**config.mk**
```make
export PLATFORM = sky130hd
export DESIGN_NAME = stream_packer_flat
export DESIGN_NICKNAME = d
export VERILOG_FILES = /design/src/rtl/stream_packer_if.sv /design/src/rtl/stream_packer.sv /design/src/flat_wrapper.sv
export SDC_FILE = /design/constraint.sdc
export NUM_CORES = 1
export LEC_CHECK = 0
export CAP_MARGIN = 20
export CORE_MARGIN = 2
export CORE_UTILIZATION = 50
export CTS_CLUSTER_DIAMETER = 120
export DETAILED_ROUTE_END_ITERATION = 8
export PLACE_DENSITY_LB_ADDON = 0.08
export SLEW_MARGIN = 40
export SYNTH_ARGS = -nofsm -noshare
export SYNTH_HDL_FRONTEND = slang
export SYNTH_SLANG_ARGS = --single-unit
```
**constraint.sdc**
```tcl
create_clock -name clk_i -period 4.9 [get_ports clk_i]
set_clock_uncertainty 0.15 [all_clocks]
set_input_delay 0.735 -clock clk_i [delete_from_list [all_inputs] [get_ports clk_i]]
set_output_delay 0.735 -clock clk_i [all_outputs]
set_load 0.01 [all_outputs]
```
**src/rtl/stream_packer_if.sv**
```systemverilog
// stream_packer_if: upstream word/flush handshake and downstream packed-beat handshake.
interface stream_packer_if #(
   parameter int SIZEDATA = 32,
   parameter int RATIO    = 4,
   parameter int BITSCONT = $clog2(RATIO) + 1
);
   logic                      valid_i;
   logic [SIZEDATA-1:0]       data_i;
   logic                      ready_o;
   logic                      flush_i;
   logic                      valid_o;
   logic [SIZEDATA*RATIO-1:0] data_o;
   logic [BITSCONT-1:0]       words_o;
   logic                      ready_i;
   modport slave (input valid_i, data_i, flush_i, ready_i, output ready_o, valid_o, data_o, words_o);
   modport master (output valid_i, data_i, flush_i, ready_i, input ready_o, valid_o, data_o, words_o);
endinterface

```
**src/rtl/stream_packer.sv**
```systemverilog
// stream_packer: packs RATIO input words into one wide beat; flush closes a partial beat zero-padded.
module stream_packer #(
   parameter int SIZEDATA = 32,
   parameter int RATIO    = 4,
   parameter int BITSCONT = $clog2(RATIO) + 1
) (
   input logic          clk_i,
   input logic          rst_i,
   stream_packer_if.slave s
);
   typedef enum logic {FILL, FULL} state_t;
   state_t                    state_q, state_d;
   logic [BITSCONT-1:0]       cnt_q, cnt_d, cnt_w;
   logic [SIZEDATA*RATIO-1:0] data_q, data_d;
   logic                      acc, oxfer;
   always_ff @(posedge clk_i or posedge rst_i) begin
      if (rst_i) begin
         state_q <= FILL;
         cnt_q   <= '0;
         data_q  <= '0;
      end else begin
         state_q <= state_d;
         cnt_q   <= cnt_d;
         data_q  <= data_d;
      end
   end
   always_comb begin
      acc     = s.valid_i && s.ready_o;
      oxfer   = s.valid_o && s.ready_i;
      cnt_w   = cnt_q + BITSCONT'(acc);
      state_d = state_q;
      cnt_d   = cnt_q;
      data_d  = data_q;
      if (state_q == FILL) begin
         if (acc) data_d[cnt_q*SIZEDATA +: SIZEDATA] = s.data_i;
         cnt_d   = cnt_w;
         state_d = (cnt_w == BITSCONT'(RATIO) || (s.flush_i && cnt_w != '0)) ? FULL : FILL;
      end else if (oxfer) begin
         // a word accepted on the draining edge starts the next beat in lane 0
         data_d = '0;
         if (acc) data_d[SIZEDATA-1:0] = s.data_i;
         cnt_d   = BITSCONT'(acc);
         state_d = FILL;
      end
   end
   always_comb begin
      s.valid_o = state_q == FULL;
      s.ready_o = !rst_i && (state_q == FILL || s.ready_i);
      s.words_o = cnt_q;
      s.data_o  = data_q;
   end
endmodule

```
**src/flat_wrapper.sv**
```systemverilog
// flat-port wrapper written by rule: the top's interface ports become plain ports
module stream_packer_flat 
#(
   parameter int SIZEDATA = 32,
   parameter int RATIO    = 4,
   parameter int BITSCONT = $clog2(RATIO) + 1
)
  (clk_i, rst_i, s_valid_i, s_data_i, s_flush_i, s_ready_i, s_ready_o, s_valid_o, s_data_o, s_words_o);
  stream_packer_if #(.SIZEDATA(SIZEDATA), .RATIO(RATIO), .BITSCONT(BITSCONT)) s_i ();
  input logic clk_i;
  input logic rst_i;
  input wire logic [$bits(s_i.valid_i)-1:0] s_valid_i;
  input wire logic [$bits(s_i.data_i)-1:0] s_data_i;
  input wire logic [$bits(s_i.flush_i)-1:0] s_flush_i;
  input wire logic [$bits(s_i.ready_i)-1:0] s_ready_i;
  output wire logic [$bits(s_i.ready_o)-1:0] s_ready_o;
  output wire logic [$bits(s_i.valid_o)-1:0] s_valid_o;
  output wire logic [$bits(s_i.data_o)-1:0] s_data_o;
  output wire logic [$bits(s_i.words_o)-1:0] s_words_o;
  assign s_i.valid_i = s_valid_i;
  assign s_i.data_i = s_data_i;
  assign s_i.flush_i = s_flush_i;
  assign s_i.ready_i = s_ready_i;
  assign s_ready_o = s_i.ready_o;
  assign s_valid_o = s_i.valid_o;
  assign s_data_o = s_i.data_o;
  assign s_words_o = s_i.words_o;
  stream_packer #(.SIZEDATA(SIZEDATA), .RATIO(RATIO), .BITSCONT(BITSCONT)) u_core (.clk_i(clk_i), .rst_i(rst_i), .s(s_i));
endmodule
```
After elaboration in Yosys (flattened, before gate mapping)

Index checks and enable logic that the tools add are counted.
Widths: inputs -> output; s select.

Shift operators: 2
Add/subtract/negate cells: 2
Reduce and logical (&&, ||, !) cells: 10
Equal/unequal tests: 2
Muxes and demuxes: 10
Bitwise logic cells: 1

Operators with widths:

| kind                      | count |
|---|---|
| $mux 128                  | 3 |
| $bwmux 128                | 1 |
| $shift 32x34->128 const A | 1 |
| $shiftx 32x34->128        | 1 |
| $neg 8->34                | 1 |
| $mux 32                   | 1 |
| $mux 3                    | 2 |
| $logic_and 1x1->1         | 4 |
| $add 3x1->3               | 1 |
| $eq 3x3->1 const B        | 1 |
| $mux 1                    | 3 |
| $reduce_bool 3->1         | 1 |
| $logic_or 1x1->1          | 2 |
| $ne 2x2->1 const B        | 1 |
| $reduce_and 2->1          | 1 |
| $reduce_bool 2->1         | 1 |
| $logic_not 1->1           | 1 |
| $not 1->1                 | 1 |

Output and inout port bits: 133
Register bits: 132
Word-level logic and storage cells: 30
Bits of input ports: 37

Logic depth before layout (Yosys ltp)

Gate-level depths: netlist of the first run.

Word-level depth: 10
Depth in mapped cells: 10
Mapped depth without buffers: 7

Worst setup path before layout of the first run

No wires, ideal clock.

Path kind: input -> register
From: input port s_ready_i
To: register u_core.state_q (netlist: u_core.s.valid_o)
Required time: 4618 ps
Setup time: 132 ps
Arrival time: 2084 ps
Stages on the path: 9
Path buffers: 2
Setup slack: 2534 ps
Cells stage by stage: and2b_1 -> buf_4 -> buf_2 -> nor2_1 -> ha_1 -> ha_1 -> nor2_1 -> mux2i_1 -> o21bai_1

Word-level cells in the longest chain between the ends: 9
Elaborated cells between the ends (all ways): 12
Those cells by class: add/sub: 1; eq/ne: 1; mux: 3; reduce/logical: 7

Ends and longest elaborated chain:

| element                | RTL line            | RTL |
|---|---|---|
| start: declaration     | flat_wrapper.sv:15  | `input wire logic [$bits(s_i.ready_i)-1:0] s_ready_i;` |
| $logic_or 1x1->1       | stream_packer.sv:48 | `s.ready_o = !rst_i && (state_q == FILL \|\| s.ready_i);` |
| $logic_and 1x1->1      | stream_packer.sv:48 |  |
| $logic_and 1x1->1      | stream_packer.sv:28 | `acc = s.valid_i && s.ready_o;` |
| $add 3x1->3            | stream_packer.sv:30 | `cnt_w = cnt_q + BITSCONT'(acc);` |
| $reduce_bool 3->1      | stream_packer.sv:37 | `state_d = (cnt_w == BITSCONT'(RATIO) \|\| (s.flush_i && cnt_w != '0)) ? FULL : FILL;` |
| $logic_and 1x1->1      | stream_packer.sv:37 |  |
| $logic_or 1x1->1       | stream_packer.sv:37 |  |
| $mux 1                 | stream_packer.sv:37 |  |
| $mux 1 (*)             | stream_packer.sv:34 | `if (state_q == FILL) begin` |
| net u_core.state_d     | stream_packer.sv:12 | `state_t state_q, state_d;` |
| end signal: assignment | stream_packer.sv:22 | `state_q <= state_d;` |
| end: declaration       | stream_packer.sv:12 |  |

Mark *: on every way through the listed nets, which the timed path passes. The rest lies on a longest branch.
A chain may end at the register's enable or synchronous reset.

Final worst setup path of the first run

From: input port s_ready_i
To: output port s_ready_o

Word-level cells in the longest chain between the ends: 2

Ends and longest elaborated chain:

| element           | RTL line            | RTL |
|---|---|---|
| $logic_or 1x1->1  | stream_packer.sv:48 |  |
| $logic_and 1x1->1 | stream_packer.sv:48 |  |
| end: declaration  | flat_wrapper.sv:16  | `output wire logic [$bits(s_i.ready_o)-1:0] s_ready_o;` |

No other way between the ends.

==> impl_metrics.json, run 1 <==
{
  "run_status": "completed",
  "holdPathStages": 2,
  "num_io_pins": 170,
  "busiest_layer": "met2",
  "cts_sinks": 132,
  "core_um2": 13700,
  "layout_setup_ws_ns": 1.63,
  "netlist_top_cells_area": "dfrtp_1, a31o_1, inv_1",
  "path_cells": "clkdlybuf4s50_1 > and2b_1 > nor2_1 > clkdlybuf4s50_1",
  "grt_pass1_vias": 5997,
  "synth_ff_type": "dfrtp_1",
  "hp-start": "u_core.s.data_o[65]$_DFFE_PP0P_",
  "synthesis.nets": 710,
  "grt-ovfl-total": 0,
  "multi_input_area_um2": 2640,
  "utilization_pct": 65.9,
  "async_flop_share_pct": 100,
  "crit_required_ns": 4.01,
  "fmax_mhz": 305,
  "dp_cells": 954,
  "clk_pin_slew_ns": 0.05,
  "synth_area_leader_cell": "dfrtp_1",
  "grt_usage_pct": 29.5,
  "cts_tree": "built",
  "critPathArrivalTime_ns": 2.39,
  "maxCapViolations": 0,
  "peakVddDrop_v": 0.000293,
  "fillCellCount": 1112,
  "diodes": 0,
  "fin_crit_sh_pct": 66.8,
  "rrSetupSlack_ns": 1.74,
  "drc_errors": 0,
  "final_antenna_net_count": 0,
  "gp_congestion": 0.826,
  "ys_seq_elements": 132,
  "final_nets": 837,
  "die_w_um": 122,
  "h-tree-depth": 4,
  "hold_viol": 0,
  "clock_path_buffers": 2,
  "postCtsSetupRepairBufs": 0,
  "yosys_warnings": 0,
  "synth_top_cell_area_share_pct": 47.7,
  "drtIter0Drc": 730,
  "core.rowCount": 43,
  "grt.met1_usage_pct": 40.6,
  "reg2reg_from": "u_core.s.words_o[0]$_DFFE_PP0P_",
  "die-area_um2": 14800,
  "synth_area_per_cell_um2": 10.4,
  "power_density_nw_per_um2": 496,
  "slew_headroom_pct": 44.7,
  "drive_gt1_share_pct": 7.21,
  "r2r_end": "u_core.s.data_o[39]$_DFFE_PP0P_",
  "min_path_type": "reg -> reg",
  "avgViaCountPerCell": 6.22,
  "synth-edff-count": 0,
  "areaGrowthSynthToFinish_pct": 30.5,
  "slew_violations": 0,
  "p_leak_nw": 3.70,
  "total_power_mw": 4.48,
  "worst_pin_slew_ns": 0.829,
  "slowest_stage": "clkdlybuf4s50_1",
  "synthDistinctLibCells": 40,
  "cts_hold_buf": 0,
  "worst_skew_pair.late_latency_ns": 0.42,
  "drt_wl_total_um": 21300,
  "critPathMaxFanout": 5,
  "syn_inst": 666,
  "cts-root-buf": "clkbuf_16",
  "start_util_pct": 50.5,
  "dr.pass1.iters": 6,
  "cp-end-kind": "output pin",
  "cpPeakStageDelay_ns": 0.61,
  "seq_area_frac_synth_pct": 47.7,
  "instances_no_fill": 984,
  "min_period_ns": 3.27,
  "place_area_um2": 8490,
  "holdPathEnd": "u_core.s.data_o[65]$_DFFE_PP0P_",
  "path_class": "in -> out",
  "use_met3_pct": 6.37,
  "die_height_um": 122,
  "ctsResizeCount": 0,
  "antenna_found_initial": 0,
  "syn_area_um2": 6930,
  "port-buffer-count": 169,
  "crit_top_cell": "clkdlybuf4s50_1",
  "vias": 6122,
  "rr_worst_depth": 7,
  "grt_max_degree": 108,
  "regArea_um2": 3300,
  "fin_tns_setup_ns": 0,
  "hold_slack_ns": 0.369,
  "grt_use_met2_pct": 46.8,
  "rsz0062_at_grt": "no",
  "finalSetupViolCount": 0,
  "wire_per_inst_um": 21.6,
  "grt_pass1_wl_um": 33400,
  "pre_cts_slack_ns": 1.42,
  "stdcell_area_um2": 9040,
  "cp-start-kind": "primary input",
  "place_hpwl_um": 13500,
  "cts_buffers": 17
}
how the worst max path moves through the flow:
stage | slack [ns] | endpoint | depth (start not counted) | start
6_report | 1.63 | s_ready_o | 4 | s_ready_i
5_1_grt | 1.58 | u_core.s.data_o[39]$_DFFE_PP0P_ | 7 | u_core.s.words_o[0]$_DFFE_PP0P_
4_1_cts | 1.67 | s_ready_o | 4 | s_ready_i
3_5_place_dp | 1.42 | u_core.s.data_o[28]$_DFFE_PP0P_ | 6 | rst_i
3_3_place_gp | 1.36 | u_core.s.data_o[39]$_DFFE_PP0P_ | 5 | rst_i
2_1_floorplan | 0.49 | u_core.s.data_o[0]$_DFFE_PP0P_ | 1 | rst_i
area by class of cell:
cell class                      count  share of cell area (%)
Clock buffer                       25                    5.48
Clock inverter                      5                   0.554
Inverter                          132                    5.63
Multi-Input combinational cell    326                    29.2
Sequential cell                   132                    36.6
Tap cell                          180                    2.49
Timing Repair Buffer              184                    20.1
cells by family (layout without fill, tap and decap cells):
logic type,count (synthesis),after routing,share of synthesized area (%)
and+or+nand+nor,52,52,5.53
buffers and inverters,208,346,14.6
xor gates and xnor gates,1,1,0.126
DFF,132,132,47.7
AOI/OAI and AO/OA,264,264,30.5
adders and majority gates,7,7,1.26
muxes,2,2,0.289
cell usage after synthesis (all sizes together), types with 4 or more instances:
master  number
o31ai       32
o211ai      33
nor2         4
a22oi       32
dfrtp      132
a31o        64
nand4       32
ha           7
buf         54
clkbuf      22
inv        131
o311ai      31
a211oi      64
state kept, by name (all words and copies together) (netlist names):
name and flops:
u_core.s.data_o 128, u_core.s.words_o 3, u_core.s.valid_o 1
power by group:
part	leakage [nW]	internal [mW]	switching (mW)
logic	1.61	0.735	0.982
clock network	0.273	0.742	0.448
registers	1.82	1.32	0.254
critical path, delay by kind of cell:
family / cells / cell delay (ns)
AND/OR/NAND/NOR: 2 / 0.44
buffers and inverters: 2 / 1.21
layer usage:
metal / part of all wire [%] / routed length [µm] / vias to the layer above
met2: 49 / 10500 / 331
met1: 41 / 8690 / 3040
met4: 1.5 / 316 / 0
met5: 0 / 0 / -
met3: 8.2 / 1740 / 27
li1: - / - / 2724
placed cells by master (no fill, tap or decap), types with 2 or more instances in the layout:
cell             count
nor4b_4              2
buf_8                2
o311ai_0             2
nand4_1             32
a31o_2               2
clkdlybuf4s50_1    169
a21o_2               2
ha_1                 7
clkbuf_1             4
buf_4               13
clkbuf_8             4
dfrtp_1            131
inv_1              130
o211ai_1            33
clkinv_2             5
nor2_1               4
mux2i_1              2
a31o_1              62
o31ai_1             32
a22o_1               2
a211oi_1            64
a22oi_1             32
nor2b_1              2
o311ai_1            29
clkbuf_16           17
No activity file was read; power rests on OpenSTA's default activity.
==> run 2: changes to the inputs <==
CORE_UTILIZATION = 45   (was 50)
clock period = 2.9 ns   (was 4.9 ns; I/O delays follow)
==> impl_metrics.json, run 2 (same netlist as run 1, synthesis figures left out) <==
{
  "grt_max_degree": 90,
  "rsz0062_at_grt": "no",
  "cts_buffers": 17,
  "min_path_type": "reg -> reg",
  "gp_congestion": 0.838,
  "rrSetupSlack_ns": 0.32,
  "multi_input_area_um2": 2630,
  "comb_power_share_pct": 38.4,
  "hold_viol": 0,
  "wire_per_inst_um": 21.5,
  "utilization_pct": 61.5,
  "cts-root-buf": "clkbuf_16",
  "swShare_pct": 36.3,
  "postCtsSetupRepairBufs": 0,
  "grt_usage_pct": 27.0,
  "diodes": 0,
  "drtIter0Drc": 608,
  "drt_wl_total_um": 21800,
  "cts_tree": "built",
  "layout_setup_ws_ns": 0.318,
  "final_antenna_net_count": 0,
  "run_status": "completed",
  "core.rowCount": 45,
  "fin_crit_sh_pct": 89.0,
  "grt_pass1_wl_um": 33900,
  "num_io_pins": 170,
  "p_leak_nw": 3.84,
  "drc_errors": 0,
  "avgViaCountPerCell": 6.13,
  "h-tree-depth": 4,
  "min_period_ns": 2.58,
  "crit_required_ns": 3.11,
  "die-area_um2": 16400,
  "path_class": "reg -> reg",
  "cts_hold_buf": 0,
  "critPathArrivalTime_ns": 2.79,
  "grt_pass1_vias": 6149,
  "grt-ovfl-total": 0,
  "antenna_found_initial": 0,
  "p_sw_mw": 2.91,
  "worst_skew_pair.late_latency_ns": 0.43,
  "place_area_um2": 8670,
  "maxCapViolations": 0,
  "place_hpwl_um": 14400,
  "cp-start-kind": "register",
  "hold_slack_ns": 0.370,
  "slew_headroom_pct": 54.7,
  "drive_gt1_share_pct": 9.08,
  "final_cell_mix": "clkdlybuf4s50_1, dfrtp_1, inv_1, a211oi_1, a31o_1",
  "start_util_pct": 45.7,
  "die_height_um": 128,
  "critPathMaxFanout": 44,
  "final_nets": 857,
  "clock_path_buffers": 2,
  "clk_pin_slew_ns": 0.06,
  "power_density_nw_per_um2": 861,
  "power_frac_seq_pct": 32.5,
  "largest_reg_flops": 128,
  "final_common_cell": "clkdlybuf4s50_1",
  "vias": 6216,
  "cts_sinks": 132,
  "regArea_um2": 3300,
  "port-buffer-count": 169,
  "peakVddDrop_v": 0.000538,
  "cp-end-kind": "register",
  "fmax_mhz": 387,
  "fillCellCount": 1264,
  "finalSetupViolCount": 0,
  "pre_cts_slack_ns": 0.287,
  "clkPwrFrac_pct": 29.1,
  "internal_power_mw": 5.11,
  "worst_pin_slew_ns": 0.679,
  "ctsResizeCount": 0,
  "dr.pass1.iters": 5,
  "fin_tns_setup_ns": 0,
  "slew_violations": 0,
  "stdcell_area_um2": 9310,
  "areaGrowthSynthToFinish_pct": 34.4,
  "die_w_um": 128,
  "core_um2": 15100
}
## run 2: changes by cell type in the layout (fill, tap and decap cells not counted), sizes merged
cell      change
clkbuf        -1
clkinvlp      +2
clkinv        -2
bufinv        +3
buf          +20
## run 2: per-layer routing
| layer | vias up | wire, µm | track usage [%] | share of wire [%] |
|---|---|---|---|---|
| li1 | 2771 | - | - | - |
| met1 | 3129 | 9050 | 35.8 | 42 |
| met2 | 291 | 10700 | 43.7 | 49 |
| met3 | 25 | 1790 | 7.80 | 8.2 |
| met4 | 0 | 274 | 7.30 | 1.3 |
| met5 | - | 0 | 0 | 0 |
## run 2: area by class of cell
class	instances	area share (%)
flip-flops and latches	132	35.5
multi-input cells	326	28.2
repair buffers	204	21.6
inverters	132	5.36
clock buffers	24	5.28
well taps	188	2.53
clock inverters	8	1.57
## run 2: through the flow
| step | power [mW] | cells |
|---|---|---|
| 6_report | 8.02 | 1014 |
| 5_1_grt | 8.41 | 1014 |
| 4_1_cts | 8.04 | 1014 |
| 3_5_place_dp | 5.69 | 982 |
| 3_3_place_gp | 5.59 | 980 |
| 2_1_floorplan | 4.33 | 666 |
## run 2: critical path, cell delays in order (launching register included)
cell	delay, ns
dfrtp_1	0.60
inv_1	0.09
ha_1	0.42
nor4bb_4	0.32
buf_12	0.26
a21o_1	0.18
buf_4	0.27
a31o_1	0.19
## run 2: path summary, 6_finish.rpt
check / start / end / cells past startpoint
max: u_core.s.words_o[2]$_DFFE_PP0P_ / u_core.s.data_o[40]$_DFFE_PP0P_ / 7
max reg2reg: u_core.s.words_o[2]$_DFFE_PP0P_ / u_core.s.data_o[40]$_DFFE_PP0P_ / 7
min: u_core.s.data_o[78]$_DFFE_PP0P_ / u_core.s.data_o[78]$_DFFE_PP0P_ / 2
min in group asynchronous: rst_i / u_core.s.data_o[24]$_DFFE_PP0P_ / 3
min reg2reg: u_core.s.data_o[78]$_DFFE_PP0P_ / u_core.s.data_o[78]$_DFFE_PP0P_ / 2
max in group asynchronous: rst_i / u_core.s.data_o[47]$_DFFE_PP0P_ / 3
## run 2: power groups by stage
| stage | registers (mW) | clock network, mW | logic (mW) |
|---|---|---|---|
| detailed placement | 2.63 | 0 | 3.06 |
| floorplan | 2.73 | 0 | 1.60 |
| global placement | 2.61 | 0 | 2.98 |
| CTS | 2.60 | 2.36 | 3.08 |
| global route | 2.66 | 2.45 | 3.31 |
| finish | 2.61 | 2.33 | 3.08 |
